File: src/rtl/quad_gen.sv
// quad_gen -- quadrature encoder signal generator.
//
// Steps an emulated encoder from its current position toward a requested
// target. Each position change is one quadrature phase transition on
// (enc_a, enc_b). Consecutive transitions are spaced max(period, MIN_PERIOD)+1
// clocks apart, so a downstream debounce filter always sees stable phases.
//
// Optional feature: define QUAD_GEN_INDEX_EN to drive enc_z high while
// position == 0 and (A,B) == 00. When the macro is undefined, enc_z is
// constant 0.
//
// Ports:
//   clk       in   single clock, rising edge
//   reset_n   in   synchronous, active-low reset
//   target    in   [WIDTH]     requested position, captured on load
//   load      in   one-cycle strobe that captures target
//   period    in   [DIV_WIDTH] clocks per phase, sampled on entry to WAIT
//   enc_a     out  quadrature channel A (registered)
//   enc_b     out  quadrature channel B (registered)
//   enc_z     out  index channel (registered, optional)
//   position  out  [WIDTH]     current emitted count
//   busy      out  high while stepping toward the target
//   done      out  one-cycle pulse when the target is reached
module quad_gen #(
  parameter int WIDTH      = 8,
  parameter int DIV_WIDTH  = 16,
  parameter int MIN_PERIOD = 16
) (
  input  logic                 clk,
  input  logic                 reset_n,
  input  logic [WIDTH-1:0]     target,
  input  logic                 load,
  input  logic [DIV_WIDTH-1:0] period,
  output logic                 enc_a,
  output logic                 enc_b,
  output logic                 enc_z,
  output logic [WIDTH-1:0]     position,
  output logic                 busy,
  output logic                 done
);

  localparam logic [WIDTH-1:0]     HALF  = {1'b1, {(WIDTH-1){1'b0}}};
  localparam logic [DIV_WIDTH-1:0] MIN_P = DIV_WIDTH'(MIN_PERIOD);

  typedef enum logic [1:0] {IDLE, WAIT, STEP} state_t;

  state_t               state_reg, state_next;
  logic [WIDTH-1:0]     tgt_reg, tgt_next;
  logic [WIDTH-1:0]     pos_reg, pos_next;
  logic [DIV_WIDTH-1:0] cnt_reg, cnt_next;
  logic [DIV_WIDTH-1:0] eff_reg, eff_next;
  logic                 a_reg, a_next;
  logic                 b_reg, b_next;
  logic                 done_reg, done_next;

  logic [DIV_WIDTH-1:0] eff_cand;
  logic [WIDTH-1:0]     diff;
  logic                 step_up;
  logic [WIDTH-1:0]     pos_step;
  logic [WIDTH-1:0]     cmp_tgt;

  // Clamp the requested period so a phase never gets shorter than the
  // downstream debounce history.
  assign eff_cand = (period < MIN_P) ? MIN_P : period;

  // Shortest-way direction: a distance of exactly half the range goes up.
  assign diff     = tgt_reg - pos_reg;
  assign step_up  = (diff <= HALF);
  assign pos_step = step_up ? pos_reg + WIDTH'(1) : pos_reg - WIDTH'(1);

  // A load landing on the STEP edge is judged against the post-step position.
  assign cmp_tgt  = load ? target : tgt_reg;

  always_comb begin
    state_next = state_reg;
    tgt_next   = tgt_reg;
    pos_next   = pos_reg;
    cnt_next   = cnt_reg;
    eff_next   = eff_reg;
    a_next     = a_reg;
    b_next     = b_reg;
    done_next  = 1'b0;
    case (state_reg)
      IDLE: begin
        if (load) begin
          tgt_next = target;
          if (target != pos_reg) begin
            state_next = WAIT;
            cnt_next   = '0;
            eff_next   = eff_cand;
          end else begin
            done_next = 1'b1;
          end
        end
      end
      WAIT: begin
        if (load) begin
          tgt_next = target;
        end
        if (load && (target == pos_reg)) begin
          state_next = IDLE;
          cnt_next   = '0;
          done_next  = 1'b1;
        end else if (cnt_reg == eff_reg - DIV_WIDTH'(1)) begin
          state_next = STEP;
        end else begin
          cnt_next = cnt_reg + DIV_WIDTH'(1);
        end
      end
      STEP: begin
        // Up: 00->10->11->01->00 ; down is the exact reverse.
        // Only one of A/B changes per step by construction.
        if (step_up) begin
          a_next = ~b_reg;
          b_next = a_reg;
        end else begin
          a_next = b_reg;
          b_next = ~a_reg;
        end
        pos_next = pos_step;
        tgt_next = cmp_tgt;
        if (pos_step == cmp_tgt) begin
          state_next = IDLE;
          done_next  = 1'b1;
        end else begin
          state_next = WAIT;
          cnt_next   = '0;
          eff_next   = eff_cand;
        end
      end
      default: begin
        state_next = IDLE;
      end
    endcase
  end

  always_ff @(posedge clk) begin
    if (!reset_n) begin
      state_reg <= IDLE;
      tgt_reg   <= '0;
      pos_reg   <= '0;
      cnt_reg   <= '0;
      eff_reg   <= MIN_P;
      a_reg     <= 1'b0;
      b_reg     <= 1'b0;
      done_reg  <= 1'b0;
    end else begin
      state_reg <= state_next;
      tgt_reg   <= tgt_next;
      pos_reg   <= pos_next;
      cnt_reg   <= cnt_next;
      eff_reg   <= eff_next;
      a_reg     <= a_next;
      b_reg     <= b_next;
      done_reg  <= done_next;
    end
  end

`ifdef QUAD_GEN_INDEX_EN
  logic z_reg;
  always_ff @(posedge clk) begin
    if (!reset_n) begin
      z_reg <= 1'b0;
    end else begin
      z_reg <= (pos_next == '0) && !a_next && !b_next;
    end
  end
  assign enc_z = z_reg;
`else
  assign enc_z = 1'b0;
`endif

  assign enc_a    = a_reg;
  assign enc_b    = b_reg;
  assign position = pos_reg;
  assign busy     = (state_reg != IDLE);
  assign done     = done_reg;

endmodule

File: config.mk
export PLATFORM = sky130hd
export DESIGN_NAME = quad_gen
export DESIGN_NICKNAME = d
export VERILOG_FILES = /design/src/rtl/quad_gen.sv
export SDC_FILE = /design/constraint.sdc
export NUM_CORES = 1
export LEC_CHECK = 0
export BUFFER_PORTS_ARGS = -buffer_cell sky130_fd_sc_hd__buf_2
export CORE_UTILIZATION = 50
export DETAILED_ROUTE_END_ITERATION = 8
export PLACE_DENSITY_LB_ADDON = 0.05
export SLEW_MARGIN = 20
export SYNTH_ARGS = -nofsm -noshare
export SYNTH_HDL_FRONTEND = slang
export SYNTH_SLANG_ARGS = --single-unit
File: constraint.sdc
create_clock -name clk -period 10.45 [get_ports clk]
set_input_delay 0.5225 -clock clk [delete_from_list [all_inputs] [get_ports clk]]
set_output_delay 0.5225 -clock clk [all_outputs]
set_load 0.005 [all_outputs]
==> results of run 1 <==
## final timing paths
path | cells past startpoint | from | to
hold / removal | 3 | period[1] | eff_reg[1]
setup / recovery | 17 | position[0] | eff_reg[1]
setup reg to reg | 17 | position[0] | eff_reg[1]
hold reg to reg | 2 | eff_reg[15] | eff_reg[15]
## report_power, final
| group | leakage, nW | switching (mW) | total (mW) | internal (mW) |
|---|---|---|---|---|
| combinational | 1.17 | 0.0693 | 0.128 | 0.0589 |
| clock | 0.0445 | 0.0768 | 0.125 | 0.0479 |
| sequential | 0.432 | 0.00966 | 0.218 | 0.209 |
| total | 1.64 | 0.156 | 0.471 | 0.315 |
## worst min-delay path: stages
cell and delay, ns:
buf_2 0.09, nand2_1 0.04, mux2i_1 0.06
## area by class of cell
type	instances	area share [%]
well taps	102	2.963
inverters	24	2.092
clock buffers	5	1.598
clock inverters	3	0.4939
flip-flops and latches	53	24.64
multi-input cells	395	63.36
repair buffers	40	4.852
## synth_stat cells, types with 5 or more instances
| cell type | number | share of area (%) |
|---|---|---|
| nand2_1 | 83 | 7.8 |
| dfxtp_1 | 53 | 27 |
| xnor2_1 | 34 | 7.5 |
| mux2i_1 | 26 | 6.6 |
| a21oi_1 | 24 | 3.0 |
| inv_1 | 24 | 2.3 |
| nor2_1 | 24 | 2.3 |
| nand3_1 | 20 | 2.5 |
| ha_1 | 15 | 4.7 |
| clkbuf_1 | 14 | 1.3 |
| nor3_1 | 12 | 1.5 |
| o21ai_0 | 11 | 1.4 |
| or3_1 | 10 | 1.6 |
| or4_1 | 10 | 1.9 |
| xor2_1 | 10 | 2.2 |
| nand4_1 | 9 | 1.4 |
| nand2b_1 | 8 | 1.3 |
| nor2b_1 | 8 | 1.3 |
| o211ai_1 | 7 | 1.3 |
| o221ai_2 | 7 | 2.6 |
| a211oi_1 | 6 | 1.1 |
| a31oi_1 | 6 | 0.95 |
| nor4_1 | 6 | 0.95 |
| nor3b_1 | 5 | 0.95 |
## cell families (layout without fill, tap and decap cells)
kind of cell	Yosys count	in the layout
DFF	53	53
AOI/OAI and AO/OA	88	88
xor gates and xnor gates	48	48
buffers and inverters	47	72
other	1	1
and+or+nand+nor	214	214
muxes	27	27
adders and majority gates	17	17
## metal layers
metal	vias to the layer above	global-route usage [%]	part of all wire (%)
li1	1810	-	-
met1	1710	28.99	44
met2	55	46.28	53
met3	10	3.183	2.4
met4	0	6.614	1.5
met5	-	0	0
==> impl_metrics.ini, run 1 <==
[yosys]
avgSynthCellArea_um2 = 8.018
async_flop_share_pct = 0
synthCells = 495
yosys.area_share.simple_pct = 27.49
synth_cell_type_count = 60
synthAdderAreaFrac_pct = 5.738
synth_edf_count = 0
yosysWarningCount = 0
synth-seq-cells = 53
seq_area_frac_synth_pct = 26.73
synth_ff_type = dfxtp_1
synth_top_family_by_area = simple AND/OR/NAND/NOR gates
synth.cell_area_um2 = 3969
synth.net_count = 539
synth-compound-area-share_pct = 16.17
muxShareOfSynthArea_pct = 6.841
synth_xor_area_share_pct = 11.98

[finish]
diodes = 0
register_area_um2 = 1061
syn2layout_area_growth_pct = 8.512
drive_above_1_share_pct = 12.88
final_cells = 622
layout_common_cells = 83 x nand2_1, 53 x dfxtp_1, 38 x buf_2
fin_area_um2 = 4307
nNetsFinal = 563
layout_commonest_cell = nand2_1
nFillCells = 772
utilization_pct = 56.02
multi_input_area_um2 = 2729

[worst_setup_path]
crit_required_ns = 10.70
path_cells = ha_1, fa_1, xnor2_1, nor3b_1, mux2i_1, or4_1, and2_1, ha_1, a211oi_1, o21ai_0, a31oi_1, xnor2_1, a21o_1, nand2_1, a311oi_4, buf_6, mux2i_1
critPathArrivalTime_ns = 5.54
cp_num_buf_inv = 1
crit_type = flip-flop to flip-flop
crit_fanout = 9
regToRegSetupSlack_ns = 5.16
critPathTopFamily = compound AO/OA/AOI/OAI gates
slowest_delay_ns = 0.63
slowest_stage = a311oi_4
cp-end-kind = flip-flop
startpoint_type = flip-flop

[clock_tree]
cts_max_level = 2
post_cts_resized = 0
clockRootBuffer = clkbuf_8
postCtsHoldBufs = 0
numCtsBuffers = 5
clock_latency_ns = 0.32
cts_max_path_buffers = 2
tritoncts = built
clkSinkCount = 53
cts_setup_buffers = 0
clk_pin_slew_worst_paths_ns = 0.11

[die]
die_w_um = 91.10
ioPinCount = 40
initial_utilization_pct = 51.63
std_cell_rows = 32
core-area_um2 = 7687
die_h_um = 91.10
die-area_um2 = 8298

[sta]
hold_viol = 0
fin_crit_ns = 5.286
drv_slew = 0
rsz0062_at_grt = false
max_slew.worst_pin.slew_ns = 1.062
slew-limit-headroom_pct = 29.03
holdWs_ns = 0.4430
setup_ws_ns = 5.164
timing.final.crit_share_pct = 50.58
tns_ns = 0
fmax_mhz = 189.2
skew_ns = 0.01203
setup_viol = 0

[detailed_routing]
wire_per_inst_um = 15.87
drt-total-wl_mm = 9.872
dr_total_vias = 3585
initialDrtViolationCount = 175
via_per_inst = 5.764
drc = 0
drt_first_pass_iters = 4
drtAntennaViolNets = 0

[place]
place_inst = 613
post_dp_cell_area_um2 = 4205
hpwl_mm = 7.511
io_buffers = 38
pre_cts_slack_ns = 5.024
globalplace.congestion = 0.9088

[pwr]
power_uw = 471.1
pwr_density_cell_nw_per_um2 = 109.4
p_leak_nw = 1.642
ir_worst_vdd_uv = 53.97

[grt]
grt_pass1_vias = 3454
antenna_found_initial = 0
globalRouteTotalUtil_pct = 24.57
gr-total-overflow = 0
grt_pass1_wl_mm = 16.53
grt_max_degree = 44

[status]
status = complete, no violations

[hold_path]
hold_class = primary input to flip-flop

[run]
cap_violations = 0
Power figures use the tool's default switching activity.
==> run 2, diff against run 1 <==
clock period = 5.29 ns   (was 10.45 ns; I/O delays follow)
==> run 2 against run 1 <==
- utilization rose by 0.75 points
- final cell count rose by 1.1%
- clock skew fell by 0.0011 ns
- first-iteration DRC count fell by 27%
- die area did not move
- register-to-register slack got worse by 4.7 ns
- highest routed layer unchanged
==> impl_metrics.ini, run 2 (synthesis results as in run 1) <==
[status]
status = complete, no violations

[grt]
globalRouteTotalUtil_pct = 24.27
grt_max_degree = 44
grt_pass1_vias = 3396
grt_pass1_wl_mm = 16.10
gr-total-overflow = 0
antenna_found_initial = 0

[die]
die_w_um = 91.10
die_h_um = 91.10
core-area_um2 = 7687
die-area_um2 = 8298
ioPinCount = 40
initial_utilization_pct = 51.63
std_cell_rows = 32

[finish]
layout_commonest_cell = nand2_1
layout_common_cells = 83 x nand2_1, 53 x dfxtp_1, 38 x buf_2
fin_area_um2 = 4364
final_cells = 629
diodes = 0
drive_above_1_share_pct = 14.23
multi_input_area_um2 = 2736
nNetsFinal = 570
register_area_um2 = 1061
nFillCells = 787
syn2layout_area_growth_pct = 9.962

[sta]
fmax_mhz = 205.1
tns_ns = 0
rsz0062_at_grt = false
slew-limit-headroom_pct = 50.63
max_slew.worst_pin.slew_ns = 0.7406
drv_slew = 0
fin_crit_ns = 4.875
skew_ns = 0.01096
hold_viol = 0
setup_viol = 0
timing.final.crit_share_pct = 92.16

[clock_tree]
clk_pin_slew_worst_paths_ns = 0.10
cts_max_path_buffers = 2
tritoncts = built
cts_max_level = 2
cts_setup_buffers = 0
clkSinkCount = 53
clockRootBuffer = clkbuf_8
numCtsBuffers = 5
clock_latency_ns = 0.31

[worst_setup_path]
startpoint = tgt_reg[0]
crit_path_end = cnt_reg[1]
worst_r2r_path_depth = 17
crit_fanout = 9
path_cells = inv_1, ha_1, fa_1, xnor2_1, nor3b_1, mux2i_1, or4_1, and2_1, fa_1, a211oi_1, o21bai_1, xnor3_1, nand3b_1, nand4b_1, a21oi_1, nor3_2, mux2i_1
slowest_stage = or4_1
r2r_end = cnt_reg[1]
regToRegSetupSlack_ns = 0.41
slowest_delay_ns = 0.61
timing.rr.start = tgt_reg[0]
crit_type = flip-flop to flip-flop
crit_required_ns = 5.54
critPathArrivalTime_ns = 5.12
cp-end-kind = flip-flop
startpoint_type = flip-flop

[pwr]
power.internal_uw = 623.3
pwr_density_cell_nw_per_um2 = 209.7
power.sequential.fraction_pct = 47.1
comb_power_share_pct = 27.7
p_switching_uw = 291.9
clkPwrFrac_pct = 25.3
p_leak_nw = 1.672
ir_worst_vdd_uv = 116.2
p_sw_share_pct = 31.89

[place]
globalplace.congestion = 0.8698
place_inst = 621
hpwl_mm = 7.454
io_buffers = 38
post_dp_cell_area_um2 = 4265

[detailed_routing]
drtAntennaViolNets = 0
initialDrtViolationCount = 127
dr_total_vias = 3569
wire_per_inst_um = 15.30
wl_met3_um = 214
drt-total-wl_mm = 9.621
top_layer = met4
wl_met2_mm = 5.069
wirelength_met1_mm = 4.126
drt_first_pass_iters = 4
via_per_inst = 5.674
drc = 0

[hold_path]
hold_class = primary input to flip-flop
min-delay-start = period[2]

[run]
cap_violations = 0
[run 2: layer usage]
layer	up-vias	GRT usage, %
li1	1823	-
met5	-	0
met3	15	2.680
met1	1686	27.39
met2	45	46.91
met4	0	7.937
[run 2: stage by stage]
stage          hold slack, ns  total power, mW  utilization [%]  setup WS (ns)
2_1_floorplan          0.4005           0.6341                -         0.4787
3_3_place_gp           0.4589           0.6875            55.48         0.4897
3_5_place_dp           0.4647           0.6911            55.48         0.3725
4_1_cts                0.2003           0.9220            56.62         0.3437
5_1_grt                0.2033           0.9680            56.77        0.05165
6_report               0.1980           0.9152            56.77         0.4148
[run 2: critical path, delay by kind of cell, from the launching register on]
family,cells,cell delay (ns)
xor gates and xnor gates,2,0.53
and+or+nand+nor,6,1.88
buffers and inverters,1,0.05
adders and majority gates,3,1.06
AOI/OAI and AO/OA,3,0.60
DFF,1,0.36
muxes,2,0.32
[run 2: cell type report]
type	instances	area share, %
clock buffer	6	1.663
clock inverter	2	0.3440
inverter	24	2.064
multi-input combinational	395	62.70
sequential	53	24.31
tap	102	2.924
timing repair buffer	47	5.992
[run 2: how the worst min path moves through the flow]
stage	to	slack, ns	cells past startpoint
final	eff_reg[2]	0.20	3
after global routing	eff_reg[6]	0.20	3
after CTS	eff_reg[2]	0.20	3
after detailed placement	tgt_reg[0]	0.46	2
after global placement	tgt_reg[0]	0.46	2
after floorplan	tgt_reg[0]	0.40	2
[run 2: power by group through the flow]
stage / registers, mW / clock network [mW] / logic (mW)
finish: 0.431 / 0.231 / 0.253
floorplan: 0.433 / 0 / 0.201
global placement: 0.440 / 0 / 0.248
detailed placement: 0.440 / 0 / 0.251
CTS: 0.431 / 0.239 / 0.253
global route: 0.434 / 0.255 / 0.279
[run 2: what timing repair did]
action                                  in CTS  in global routing
hold buffers                                 0                  0
endpoints found under the setup margin       0                 17
gates resized for setup                      0                  2
==> run 3, diff against run 2 <==
HOLD_SLACK_MARGIN = 0.15   (was default)
clock period = 5.3 ns   (was 5.29 ns; I/O delays follow)
==> run 3 against run 2 <==
- hold slack better by 0.0070 ns
- die area stayed put
- clock power hardly changed
- critical endpoint unchanged
- largest power group unchanged
==> impl_metrics.ini, run 3 (synthesis results as in run 1) <==
[detailed_routing]
wire_per_inst_um = 15.32
drtAntennaViolNets = 0
wl_met2_mm = 5.079
initialDrtViolationCount = 122
wirelength_met1_mm = 4.183
wl_met3_um = 161
dr_total_vias = 3566
top_layer = met4
drc = 0
drt_first_pass_iters = 4
drt-total-wl_mm = 9.638
via_per_inst = 5.669

[finish]
nFillCells = 786
syn2layout_area_growth_pct = 9.868
layout_common_cells = 83 x nand2_1, 53 x dfxtp_1, 38 x buf_2
layout_commonest_cell = nand2_1
fin_area_um2 = 4360
final_cells = 629
drive_above_1_share_pct = 14.23
diodes = 0
nNetsFinal = 570
utilization_pct = 56.72

[status]
status = complete, no violations

[sta]
rsz0062_at_grt = false
timing.final.crit_share_pct = 92.32
tns_ns = 0
setup_ws_ns = 0.4068
hold_viol = 0
holdWs_ns = 0.2050
fin_crit_ns = 4.893
max_slew.worst_pin.slew_ns = 0.7616
skew_ns = 0.01064
drv_slew = 0
setup_viol = 0
slew-limit-headroom_pct = 49.17
fmax_mhz = 204.4

[place]
hpwl_mm = 7.454
place_inst = 621
post_dp_cell_area_um2 = 4265
pre_cts_slack_ns = 0.3825
globalplace.congestion = 0.8698
io_buffers = 38

[grt]
antenna_found_initial = 0
gr-total-overflow = 0
grt_max_degree = 44
grt_pass1_wl_mm = 16.10
grt_pass1_vias = 3396
globalRouteTotalUtil_pct = 24.27

[die]
initial_utilization_pct = 51.63
die-area_um2 = 8298
die_w_um = 91.10
std_cell_rows = 32
die_h_um = 91.10
core-area_um2 = 7687
ioPinCount = 40

[clock_tree]
postCtsHoldBufs = 0
clock_latency_ns = 0.31
cts_max_level = 2
clk_pin_slew_worst_paths_ns = 0.10
tritoncts = built
clockRootBuffer = clkbuf_8
cts_max_path_buffers = 2
numCtsBuffers = 5
clkSinkCount = 53

[pwr]
p_sw_share_pct = 31.78
p_switching_uw = 289.6
power.internal_uw = 621.7
power_uw = 911.4
power.sequential.fraction_pct = 47.2
pwr_density_cell_nw_per_um2 = 209.0
p_leak_nw = 1.671
comb_power_share_pct = 27.7
clkPwrFrac_pct = 25.1
ir_worst_vdd_uv = 121.9

[worst_setup_path]
crit_required_ns = 5.55
critPathArrivalTime_ns = 5.14
crit_fanout = 9
slowest_stage = or4_1
path_cells = inv_1, ha_1, fa_1, xnor2_1, nor3b_1, mux2i_1, or4_1, and2_1, fa_1, a211oi_1, o21bai_1, xnor3_1, nand3b_1, nand4b_1, a21oi_1, nor3_2, mux2i_1
startpoint_type = flip-flop
crit_type = flip-flop to flip-flop
regToRegSetupSlack_ns = 0.41
cp-end-kind = flip-flop
slowest_delay_ns = 0.61

[run]
cap_violations = 0

[hold_path]
hold_class = primary input to flip-flop
## run 3: cell types whose count changed in the layout (fill, tap and decap cells not counted)
| cell | delta |
|---|---|
| buf_6 | -1 |
| buf_4 | +1 |
## run 3: area by class of cell
| class | count | area [um2] | area share (%) |
|---|---|---|---|
| Clock inverter | 2 | 15.01 | 0.3443 |
| Multi-Input combinational cell | 395 | 2736 | 62.75 |
| Clock buffer | 6 | 72.57 | 1.664 |
| Sequential cell | 53 | 1061 | 24.33 |
| Inverter | 24 | 90.09 | 2.066 |
| Timing Repair Buffer | 47 | 257.7 | 5.911 |
| Tap cell | 102 | 127.6 | 2.927 |
## run 3: path summary, 6_finish.rpt
| path | start | end | cells past startpoint |
|---|---|---|---|
| hold reg to reg | tgt_reg[2] | tgt_reg[2] | 2 |
| setup reg to reg | tgt_reg[0] | cnt_reg[1] | 17 |
| hold / removal | period[2] | eff_reg[2] | 3 |
| setup / recovery | tgt_reg[0] | cnt_reg[1] | 17 |
## run 3: repair_timing
item,CTS,global route
resized for setup,0,1
setup buffers,0,0
endpoints found under the setup margin,0,16
## run 3: critical path: cells and delay by family (launching register included)
kind | cells | cell delay, ns
flops | 1 | 0.36
compound gates | 3 | 0.61
buf+inv | 1 | 0.06
xor+xnor | 2 | 0.53
mux | 2 | 0.32
fa+ha+maj | 3 | 1.06
simple gates | 6 | 1.88
## run 3: power groups by stage
stage          clock (mW)  sequential (mW)  combinational (mW)
6_report            0.229            0.430               0.253
5_1_grt             0.254            0.433               0.278
4_1_cts             0.238            0.430               0.252
3_5_place_dp            0            0.439               0.251
3_3_place_gp            0            0.439               0.247
2_1_floorplan           0            0.432               0.201
## run 3: per-layer routing
| metal | vias to the layer above | track usage [%] |
|---|---|---|
| met5 | - | 0 |
| met4 | 0 | 7.937 |
| met3 | 15 | 2.680 |
| met2 | 41 | 46.91 |
| met1 | 1687 | 27.39 |
| li1 | 1823 | - |
